==> config.mk <==
export PLATFORM = sky130hd
export DESIGN_NAME = regfile_write_scheduler
export DESIGN_NICKNAME = d
export VERILOG_FILES = /design/src/rtl/regfile_sched_pkg.sv /design/src/rtl/regfile_scoreboard.sv /design/src/rtl/regfile_write_scheduler.sv
export SDC_FILE = /design/constraint.sdc
export NUM_CORES = 1
export LEC_CHECK = 0
export CELL_PAD_IN_SITES_DETAIL_PLACEMENT = 1
export CELL_PAD_IN_SITES_GLOBAL_PLACEMENT = 1
export CORE_MARGIN = 3
export CORE_UTILIZATION = 30
export CTS_BUF_LIST = sky130_fd_sc_hd__clkbuf_4 sky130_fd_sc_hd__clkbuf_8
export CTS_CLUSTER_DIAMETER = 150
export DETAILED_ROUTE_END_ITERATION = 10
export PLACE_DENSITY = 0.85
export RECOVER_POWER = 50
export SETUP_SLACK_MARGIN = 0.15
export SYNTH_ARGS = -nofsm -noshare
export SYNTH_HDL_FRONTEND = slang
export SYNTH_SLANG_ARGS = --single-unit
==> constraint.sdc <==
create_clock -name clk -period 5.62 [get_ports clk]
set_input_delay 1.124 -clock clk [delete_from_list [all_inputs] [get_ports clk]]
set_output_delay 1.124 -clock clk [all_outputs]
set_load 0.05 [all_outputs]
==> src/rtl/regfile_sched_pkg.sv <==
// Purpose : shared types and constants for the register-file write scheduler.
// Latency : n/a (types and constants only).
// Backpr. : n/a.
// Contents: grant_e (who owns the write port this cycle), state_e (arbiter
//           FSM state), REG_ZERO (hard-wired zero register), WAIT_W (width of
//           the starvation counter, covers MAX_WAIT up to 15).
package regfile_sched_pkg;

    typedef enum logic [1:0] {
        GRANT_NONE = 2'd0,
        GRANT_WB   = 2'd1,
        GRANT_MDU  = 2'd2
    } grant_e;

    typedef enum logic {
        NORMAL = 1'b0,
        FORCE  = 1'b1
    } state_e;

    localparam int REG_ZERO = 0;
    localparam int WAIT_W   = 4;

endpackage

==> src/rtl/regfile_scoreboard.sv <==
// Purpose : pending-destination scoreboard for in-flight MDU ops plus the
//           decode hazard compare.
// Latency : pending updates at the posedge after issue/retire; hazard is
//           combinational from the registered pending vector.
// Backpr. : none itself; hazard tells decode to stall.
// Ports   : clk, reset          - clock, synchronous active-high reset
//           issue, issue_reg    - MDU dispatch marks a destination pending
//           retire, retire_reg  - MDU result accepted, clears the destination
//           rd_reg1, rd_reg2    - decode sources
//           id_dst_valid/_reg   - decode destination (WAW check)
//           pending             - registered scoreboard, bit 0 always 0
//           hazard              - decode must stall
//           err                 - one-cycle protocol error pulse
module regfile_scoreboard
    import regfile_sched_pkg::*;
#(
    parameter int NUM_REGS = 32,
    parameter int ADDR_W   = 5
) (
    input  logic                clk,
    input  logic                reset,
    input  logic                issue,
    input  logic [ADDR_W-1:0]   issue_reg,
    input  logic                retire,
    input  logic [ADDR_W-1:0]   retire_reg,
    input  logic [ADDR_W-1:0]   rd_reg1,
    input  logic [ADDR_W-1:0]   rd_reg2,
    input  logic                id_dst_valid,
    input  logic [ADDR_W-1:0]   id_dst_reg,
    output logic [NUM_REGS-1:0] pending,
    output logic                hazard,
    output logic                err
);

    logic [NUM_REGS-1:0] pend_nxt;
    logic                issue_nz;
    logic                retire_nz;
    logic                same_reg;

    assign issue_nz  = issue && (int'(issue_reg) != REG_ZERO);
    assign retire_nz = retire && (int'(retire_reg) != REG_ZERO);
    assign same_reg  = retire && (retire_reg == issue_reg);

    // Clear first, then set, so a reissue of the retiring register wins.
    always_comb begin
        pend_nxt = pending;
        if (retire) pend_nxt[retire_reg] = 1'b0;
        if (issue)  pend_nxt[issue_reg]  = 1'b1;
        pend_nxt[REG_ZERO] = 1'b0;
    end

    // A reissue into a register retiring in the same cycle is legal.
    assign err = (issue_nz && pending[issue_reg] && !same_reg) ||
                 (retire_nz && !pending[retire_reg]);

    // Registered pending only: the stall persists through the write cycle.
    assign hazard = pending[rd_reg1] | pending[rd_reg2] |
                    (id_dst_valid & pending[id_dst_reg]);

    always_ff @(posedge clk) begin
        if (reset) begin
            pending <= '0;
        end else begin
            pending <= pend_nxt;
        end
    end

endmodule

==> src/rtl/regfile_write_scheduler.sv <==
// Purpose : owns the single register-file write port; arbitrates WB vs MDU,
//           bounds MDU starvation, tracks pending MDU destinations.
// Latency : zero - the write port is driven combinationally from the grant.
// Backpr. : WB held via wb_stall while the MDU is forced; MDU via mdu_ready.
// Ports   : wb_* (writeback result), mdu_issue* (dispatch), mdu_valid/ready/
//           reg/data (result handshake), rd_reg1/2 + id_dst_* (decode),
//           hazard_stall, rf_* (write port), pending, sched_err (sticky).
//           Optional REGFILE_SCHED_STATS_EN adds saturating stat_* counters.
module regfile_write_scheduler
    import regfile_sched_pkg::*;
#(
    parameter int NUM_REGS = 32,
    parameter int ADDR_W   = 5,
    parameter int DATA_W   = 32,
    parameter int MAX_WAIT = 4
) (
    input  logic                clk,
    input  logic                reset,
    input  logic                wb_valid,
    input  logic [ADDR_W-1:0]   wb_reg,
    input  logic [DATA_W-1:0]   wb_data,
    input  logic                mdu_issue,
    input  logic [ADDR_W-1:0]   mdu_issue_reg,
    input  logic                mdu_valid,
    output logic                mdu_ready,
    input  logic [ADDR_W-1:0]   mdu_reg,
    input  logic [DATA_W-1:0]   mdu_data,
    input  logic [ADDR_W-1:0]   rd_reg1,
    input  logic [ADDR_W-1:0]   rd_reg2,
    input  logic                id_dst_valid,
    input  logic [ADDR_W-1:0]   id_dst_reg,
    output logic                hazard_stall,
    output logic                wb_stall,
    output logic                rf_regWrite,
    output logic [ADDR_W-1:0]   rf_writeReg,
    output logic [DATA_W-1:0]   rf_writeData,
    output logic [NUM_REGS-1:0] pending,
    output logic                sched_err
`ifdef REGFILE_SCHED_STATS_EN
    ,
    output logic [31:0]         stat_wb_writes,
    output logic [31:0]         stat_mdu_writes,
    output logic [31:0]         stat_conflicts,
    output logic [31:0]         stat_forced
`endif
);

    localparam logic [WAIT_W-1:0] MAX_CNT = WAIT_W'(MAX_WAIT);

    state_e            state;
    grant_e            grant;
    logic [WAIT_W-1:0] wait_cnt;
    logic              wb_acc;
    logic              mdu_acc;
    logic              conflict;
    logic              force_entry;
    logic              force_viol;
    logic              sb_hazard;
    logic              sb_err;

    always_comb begin
        grant = GRANT_NONE;
        if (state == FORCE) begin
            if (mdu_valid) grant = GRANT_MDU;
        end else if (wb_valid) begin
            grant = GRANT_WB;
        end else if (mdu_valid) begin
            grant = GRANT_MDU;
        end
    end

    assign wb_acc   = !reset && (grant == GRANT_WB);
    assign mdu_acc  = !reset && (grant == GRANT_MDU);
    assign conflict = !reset && wb_valid && mdu_valid;

    // Entering FORCE when this lost cycle brings the count to MAX_WAIT, so
    // the MDU wins on the very next cycle.
    assign force_entry = (state == NORMAL) && conflict && (wait_cnt >= MAX_CNT - 1'b1);
    assign force_viol  = !reset && (state == FORCE) && !mdu_valid;

    assign mdu_ready    = mdu_acc;
    assign wb_stall     = !reset && wb_valid && (state == FORCE);
    assign hazard_stall = !reset && sb_hazard;

    // Write mux; the handshake still completes for reg 0, only the enable drops.
    assign rf_writeReg  = mdu_acc ? mdu_reg  : wb_reg;
    assign rf_writeData = mdu_acc ? mdu_data : wb_data;
    assign rf_regWrite  = (wb_acc || mdu_acc) && (int'(rf_writeReg) != REG_ZERO);

    always_ff @(posedge clk) begin
        if (reset) begin
            state     <= NORMAL;
            wait_cnt  <= '0;
            sched_err <= 1'b0;
        end else begin
            case (state)
                NORMAL: begin
                    if (mdu_acc) begin
                        wait_cnt <= '0;
                    end else if (conflict) begin
                        if (wait_cnt < MAX_CNT) wait_cnt <= wait_cnt + 1'b1;
                        if (force_entry) state <= FORCE;
                    end
                end
                FORCE: begin
                    // Either the MDU is accepted or it dropped valid (error);
                    // both return to fair arbitration.
                    state    <= NORMAL;
                    wait_cnt <= '0;
                end
                default: begin
                    state    <= NORMAL;
                    wait_cnt <= '0;
                end
            endcase
            if (sb_err || force_viol) sched_err <= 1'b1;
        end
    end

    regfile_scoreboard #(
        .NUM_REGS (NUM_REGS),
        .ADDR_W   (ADDR_W)
    ) u_scoreboard (
        .clk          (clk),
        .reset        (reset),
        .issue        (mdu_issue),
        .issue_reg    (mdu_issue_reg),
        .retire       (mdu_acc),
        .retire_reg   (mdu_reg),
        .rd_reg1      (rd_reg1),
        .rd_reg2      (rd_reg2),
        .id_dst_valid (id_dst_valid),
        .id_dst_reg   (id_dst_reg),
        .pending      (pending),
        .hazard       (sb_hazard),
        .err          (sb_err)
    );

`ifdef REGFILE_SCHED_STATS_EN
    always_ff @(posedge clk) begin
        if (reset) begin
            stat_wb_writes  <= '0;
            stat_mdu_writes <= '0;
            stat_conflicts  <= '0;
            stat_forced     <= '0;
        end else begin
            if (wb_acc && stat_wb_writes != '1)   stat_wb_writes  <= stat_wb_writes + 1'b1;
            if (mdu_acc && stat_mdu_writes != '1) stat_mdu_writes <= stat_mdu_writes + 1'b1;
            if (conflict && stat_conflicts != '1) stat_conflicts  <= stat_conflicts + 1'b1;
            if (force_entry && stat_forced != '1) stat_forced     <= stat_forced + 1'b1;
        end
    end
`endif

endmodule
* After elaboration in Yosys (flattened, before gate mapping)
Cells that the tools add are included.
Storage, ports and cells: register bits 38, input port bits 100, output and inout port bits 74, word-level logic and storage cells 86
Operators by class: $add $sub $neg 1, $lt $le $gt $ge 9, equality and inequality tests 5, mux-type cells 29, bitwise logic cells 7, reduce and logical (&&, ||, !) cells 30
Operators with widths (count):
- 32-bit two-way mux | 3
- 32-bit AND | 1
- 32-bit inverter | 1
- 32-bit OR | 1
- 5-bit by 6-bit less-than comparator with 1-bit output, second input constant | 5
- 1-bit binary-select mux with 5-bit select | 5
- 1-bit logical AND | 19
- 5-bit nonzero test | 3
- 4-bit two-way mux | 3
- 1-bit demux with 5-bit select | 2
- 5-bit by 1-bit >= comparator with 1-bit output, second input constant | 2
- 1-bit two-way mux | 10
- 4-bit case mux with 2 select lines | 1
- 2-bit two-way mux | 3
- 5-bit == test | 1
- 5-bit two-way mux | 1
- 4-bit by 1-bit adder with 4-bit output, second input constant | 1
- 4-bit by 2-bit >= comparator with 1-bit output, second input constant | 1
- 1-bit zero test | 4
- 4-bit by 3-bit less-than comparator with 1-bit output, second input constant | 1
- 1-bit logical OR | 3
- 3-bit by 2-bit != test with 1-bit output, second input constant | 1
- 3-bit != test, second input constant | 1
- 2-bit by 1-bit == test with 1-bit output, second input constant | 1
- other kinds (6) | 7

* Depth between registers and ports, before layout
word-level depth 10, gate-level depth with buffers 9, depth with buffers taken out 7

* Hierarchy
A second synthesis with hierarchy kept.
Second synthesis, totals: cells, all modules 364, area, all modules 3424.5 um^2
By module, submodules not included:
- regfile_scoreboard | instances 1, cells an instance 284, area each 2662.6 um^2, seq. area each 620.6 um^2
- regfile_write_scheduler | instances 1, cells an instance 80, area each 762.0 um^2, seq. area each 120.1 um^2

* Least setup slack after synthesis
OpenSTA, ideal clock, no wires.
path type input port to output port, from input port wb_valid, to output port rf_regWrite, arrival time 3.683 ns, data required time 4.496 ns, path slack 0.813 ns, cell stages on the path 9, buffers on the path 2, cells stage by stage nor2b_1 -> or3_1 -> buf_4 -> inv_2 -> and2_1 -> clkbuf_1 -> a21o_1 -> nor2_1 -> nor3_1
On the way: longest elaborated chain between the ends 7, elaborated cells on any way between the ends 10, those cells by class 2 x eq/ne; 3 x mux; 5 x reduce/logical
Ends and longest elaborated chain:
- start: declaration | RTL line regfile_write_scheduler.sv:19 | input logic wb_valid,
- 2-bit two-way mux | RTL line regfile_write_scheduler.sv:65 | end else if (wb_valid) begin
- 2-bit two-way mux | RTL line regfile_write_scheduler.sv:63 | if (state == FORCE) begin
- 2-bit == test | RTL line regfile_write_scheduler.sv:73 | assign mdu_acc = !reset && (grant == GRANT_MDU);
- 1-bit logical AND | RTL line regfile_write_scheduler.sv:73
- 5-bit two-way mux | RTL line regfile_write_scheduler.sv:86 | assign rf_writeReg = mdu_acc ? mdu_reg : wb_reg;
- named net rf_writeReg[2] | RTL line regfile_write_scheduler.sv:35 | output logic [ADDR_W-1:0] rf_writeReg,
- 5-bit nonzero test | RTL line regfile_write_scheduler.sv:88 | assign rf_regWrite = (wb_acc || mdu_acc) && (int'(rf_writeReg) != REG_ZERO);
- 1-bit logical AND | RTL line regfile_write_scheduler.sv:88
- end: declaration | RTL line regfile_write_scheduler.sv:34 | output logic rf_regWrite,
The timed path passes the listed nets, and every way through them passes these cells.

* Worst setup path in the final report
from input port id_dst_reg[1], to output port hazard_stall
On the way: longest elaborated chain between the ends 5
Ends and longest elaborated chain:
- start: declaration | RTL line regfile_write_scheduler.sv:31 | input logic [ADDR_W-1:0] id_dst_reg,
- 1-bit binary-select mux with 5-bit select | RTL line regfile_scoreboard.sv:58 | (id_dst_valid & pending[id_dst_reg]);
- 1-bit two-way mux (not written as such) | RTL line regfile_scoreboard.sv:58
- 1-bit AND | RTL line regfile_scoreboard.sv:58
- 1-bit OR | RTL line regfile_scoreboard.sv:57 | assign hazard = pending[rd_reg1] | pending[rd_reg2] |
- 1-bit logical AND | RTL line regfile_write_scheduler.sv:83 | assign hazard_stall = !reset && sb_hazard;
- end: declaration | RTL line regfile_write_scheduler.sv:32 | output logic hazard_stall,
No other way between the ends. The select of a mux whose other input is x is not followed.

==> results.txt <==
* Count of final max-slew check failures: 38
- Min Tclk post-route: 5.32 ns
- Path category of the worst min-delay check: flop to flop
- Cells taking the most area after synthesis: sky130_fd_sc_hd__dfxtp_1 22%, sky130_fd_sc_hd__mux4_2 18%, sky130_fd_sc_hd__mux2_2 11%
* Mapped Cells: 382
* Share of Yosys cell area claimed by the top area cell type: 0.218
- Count of antenna-violating nets left after detailed routing: 0
* Cell with the largest stage delay on the worst path: sky130_fd_sc_hd__clkdlybuf4s50_1
- Of the total power, the share spent switching nets is 0.347.
- Count of flip-flops with a built-in enable after synthesis: 0
* Leakage: 1.96 nW
* Overall routing resource usage: 0.250
* Clk slew on worst S/H paths: 0.08 ns
* Wire length of the first global-routing pass: 24700 um
- Final weighted congestion of routability-driven global placement: 0.893
- Headroom to the max-slew limit came out at -0.148.
- Clock group share of total power: 0.294
* Buffers & Inverters on Critical Path: 2
- After clock tree synthesis, the flow added hold-fix buffers numbering 0.
- Nature of the critical path startpoint: primary input
- The checks that failed: max-capacitance violations, max-slew violations.
- Ys Warns: 0
- The floorplan has 38 rows.
- Max rail drop VDD: 0.0770 mV
- Achievable frequency: 188 MHz
* Post-synthesis async set-or-reset flop share: 0
* Worst Tran Pin Value: 1.72 ns
* CP max stage delay: 0.80 ns
* Critical path type: primary input to output port
- Summed over all failing endpoints, the final setup total negative slack is 0 ns.
- The most numerous cell type found on the critical path is sky130_fd_sc_hd__clkdlybuf4s50_1.
- Cell family with the largest share of critical-path delay: buffers and inverters
- Of the available clock period, the critical path in the final layout requires 0.946.
- Run status: complete, but fails checks
- Unrepaired setup endpoints after global routing: no
- Cell internal power was estimated by the tool at 0.558 mW.
- Clock buffer depth: 2
* Count of maximum capacitance violations: 1
- Critical path peak fanout: 9
* Seq pwr share: 0.322
* Count of TritonRoute iterations in the first routing pass: 5
- Final hold violations: 0
- Summed over all layers, the routed wires come to 16400 um.
- The signal on the critical path passes through clkdlybuf4s50_1, mux4_2, a2111oi_0, a311oi_1, o21ai_0, a41oi_1, clkdlybuf4s50_1.
- Post-synth cell types: 52
* CP required: 4.50 ns
- The average instance in the mapped netlist occupies 8.90 um^2.
- For the worst setup path, the data arrival time is 4.19 ns.
- The clock net in this run drives a total of 37 sinks.
* Total vias in the final route: 4020
* Placement-stage worst setup slack: 0.414 ns
- Ys flop type: sky130_fd_sc_hd__dfxtp_1
* Clock tree from TritonCTS: yes
* Total global routing overflow: 0
* Switching Power: 0.296 mW
- For this run, design rule violations remaining after detail routing come to 0.
* Overall power after layout: 0.854 mW
* Detailed-route vias per instance: 5.96
- sky130_fd_sc_hd__nand2_1 is the most common cell in the netlist.
* Clock Latency Late Sink: 0.29 ns
- Setup ws final: 0.304 ns
- Power spread over the standard cell area amounts to 163 nW/um^2.
* Core area: 10900 um^2
- Post-CTS Setup Bufs: 0
- Maximum number of pins on one net before global-route repair: 38
- The first routing iteration left 350 violations.
* Die width: 112 um
* Growth of design area from synthesis to finish: 54.0%
- Drt wl/cell: 24.3 um
* Maximum level of the CTS H-tree: 2
- In this run, synthesis produced a sequential element count of 37.
- Of the total power, combinational logic draws 0.384.
- I/O pin total: 174
- After clock tree synthesis, the repair step resized 0 gates.
- Fin Hold WS: 0.470 ns
* Detail Placement HPWL: 12300 um
- Fin Clk Skew: 0.00467 ns
* Cell Area, Synth: 3400 um^2
- Post-synth net total: 483
- Vias in the first global route: 4224
- Number of antenna cells inserted: 0
- Number of nets in the layout: 634
- Final setup vio count: 0
- Setup crit end kind: output port
* Biggest area consumer among synthesized cells: sky130_fd_sc_hd__dfxtp_1
* Most numerous cell types in the synthesized netlist: 44 x sky130_fd_sc_hd__nand2_1, 38 x sky130_fd_sc_hd__a21oi_1, 37 x sky130_fd_sc_hd__dfxtp_1
* Chip Height: 112 um
* TritonCTS buffer count: 5
* Number of antenna violations at the first check in global routing: 1
- Ratio of cells with drive above 1 in the final layout: 0.200
* Die area: 12600 um^2
- Share of the yosys chip area belonging to registers: 0.218
- Initial cell density of the core: 0.311
- Port buffering added 172 buffers.
- Root buf cell: sky130_fd_sc_hd__clkbuf_8
[worst paths after layout]
kind | to | from | cells past startpoint | slack (ns)
setup reg to reg | sched_err | state | 7 | 3.33
hold / removal | wait_cnt[3] | wait_cnt[3] | 2 | 0.47
setup / recovery | hazard_stall | id_dst_reg[1] | 7 | 0.30
hold reg to reg | wait_cnt[3] | wait_cnt[3] | 2 | 0.47
[final cells by class]
type | instances | area (um^2)
clock inverter | 1 | 30.0
multi-input combinational | 308 | 2500
sequential | 37 | 741
clock buffer | 7 | 90.1
fill | 1256 | 5700
timing repair buffer | 174 | 1670
inverter | 7 | 26.3
tap | 140 | 175
[worst min-delay path, stage by stage (launching register included)]
cell	delay, ns
sky130_fd_sc_hd__dfxtp_1	0.33
sky130_fd_sc_hd__inv_1	0.06
sky130_fd_sc_hd__nor2_1	0.04
[layout by cell type (no fill, tap or decap), types with 6 or more instances in the layout]
| cell type | Yosys | routed |
|---|---|---|
| sky130_fd_sc_hd__nand2_1 | 44 | 44 |
| sky130_fd_sc_hd__nor3_1 | 7 | 7 |
| sky130_fd_sc_hd__a21oi_1 | 38 | 38 |
| sky130_fd_sc_hd__dfxtp_1 | 37 | 37 |
| sky130_fd_sc_hd__buf_4 | 2 | 34 |
| sky130_fd_sc_hd__nor2b_1 | 6 | 6 |
| sky130_fd_sc_hd__o21ai_0 | 34 | 34 |
| sky130_fd_sc_hd__clkdlybuf4s50_1 | 0 | 103 |
| sky130_fd_sc_hd__mux2_2 | 34 | 34 |
| sky130_fd_sc_hd__mux4_2 | 27 | 27 |
| sky130_fd_sc_hd__nand3_1 | 8 | 8 |
| sky130_fd_sc_hd__nor2_1 | 18 | 18 |
| sky130_fd_sc_hd__inv_1 | 6 | 7 |
| sky130_fd_sc_hd__mux2_1 | 9 | 9 |
| sky130_fd_sc_hd__clkbuf_8 | 0 | 6 |
| sky130_fd_sc_hd__nor3b_1 | 6 | 6 |
| sky130_fd_sc_hd__mux2i_1 | 16 | 16 |
| sky130_fd_sc_hd__dlygate4sd3_1 | 0 | 34 |
[registers in the layout (all words and copies together), names as in the netlist]
name,flops
u_scoreboard.pending,31
wait_cnt,4
sched_err,1
state,1
[cell families (layout without fill, tap and decap cells)]
kind of cell / after synthesis / in the layout / share of synthesized area
compound gates: 99 / 99 / 0.172
mux: 88 / 88 / 0.377
buf+inv: 37 / 189 / 0.0460
other cells: 1 / 1 / 0.00110
simple gates: 113 / 113 / 0.167
flops: 37 / 37 / 0.218
fa+ha+maj: 1 / 1 / 0.00368
xor+xnor: 6 / 6 / 0.0155
[per-layer routing]
layer  vias up  track usage  share of wire
li1       1762            -              -
met4         0       0.0970          0.033
met5         -            0              0
met1      1983        0.328           0.41
met3        51       0.0539          0.076
met2       224        0.403           0.49
[stage by stage]
step	cells	utilization	area (um^2)
2_1_floorplan	382	-	3400
3_3_place_gp	666	0.468	5120
3_5_place_dp	666	0.468	5120
4_1_cts	674	0.479	5240
5_1_grt	674	0.479	5240
6_report	674	0.479	5240
[power by group through the flow]
stage | Sequential (mW) | Clock (mW) | Combinational, mW
2_1_floorplan | 0.288 | 0 | 0.174
3_3_place_gp | 0.280 | 0 | 0.319
3_5_place_dp | 0.281 | 0 | 0.327
4_1_cts | 0.275 | 0.251 | 0.330
5_1_grt | 0.275 | 0.263 | 0.343
6_report | 0.275 | 0.251 | 0.328
(Power assumes the default switching activity.)
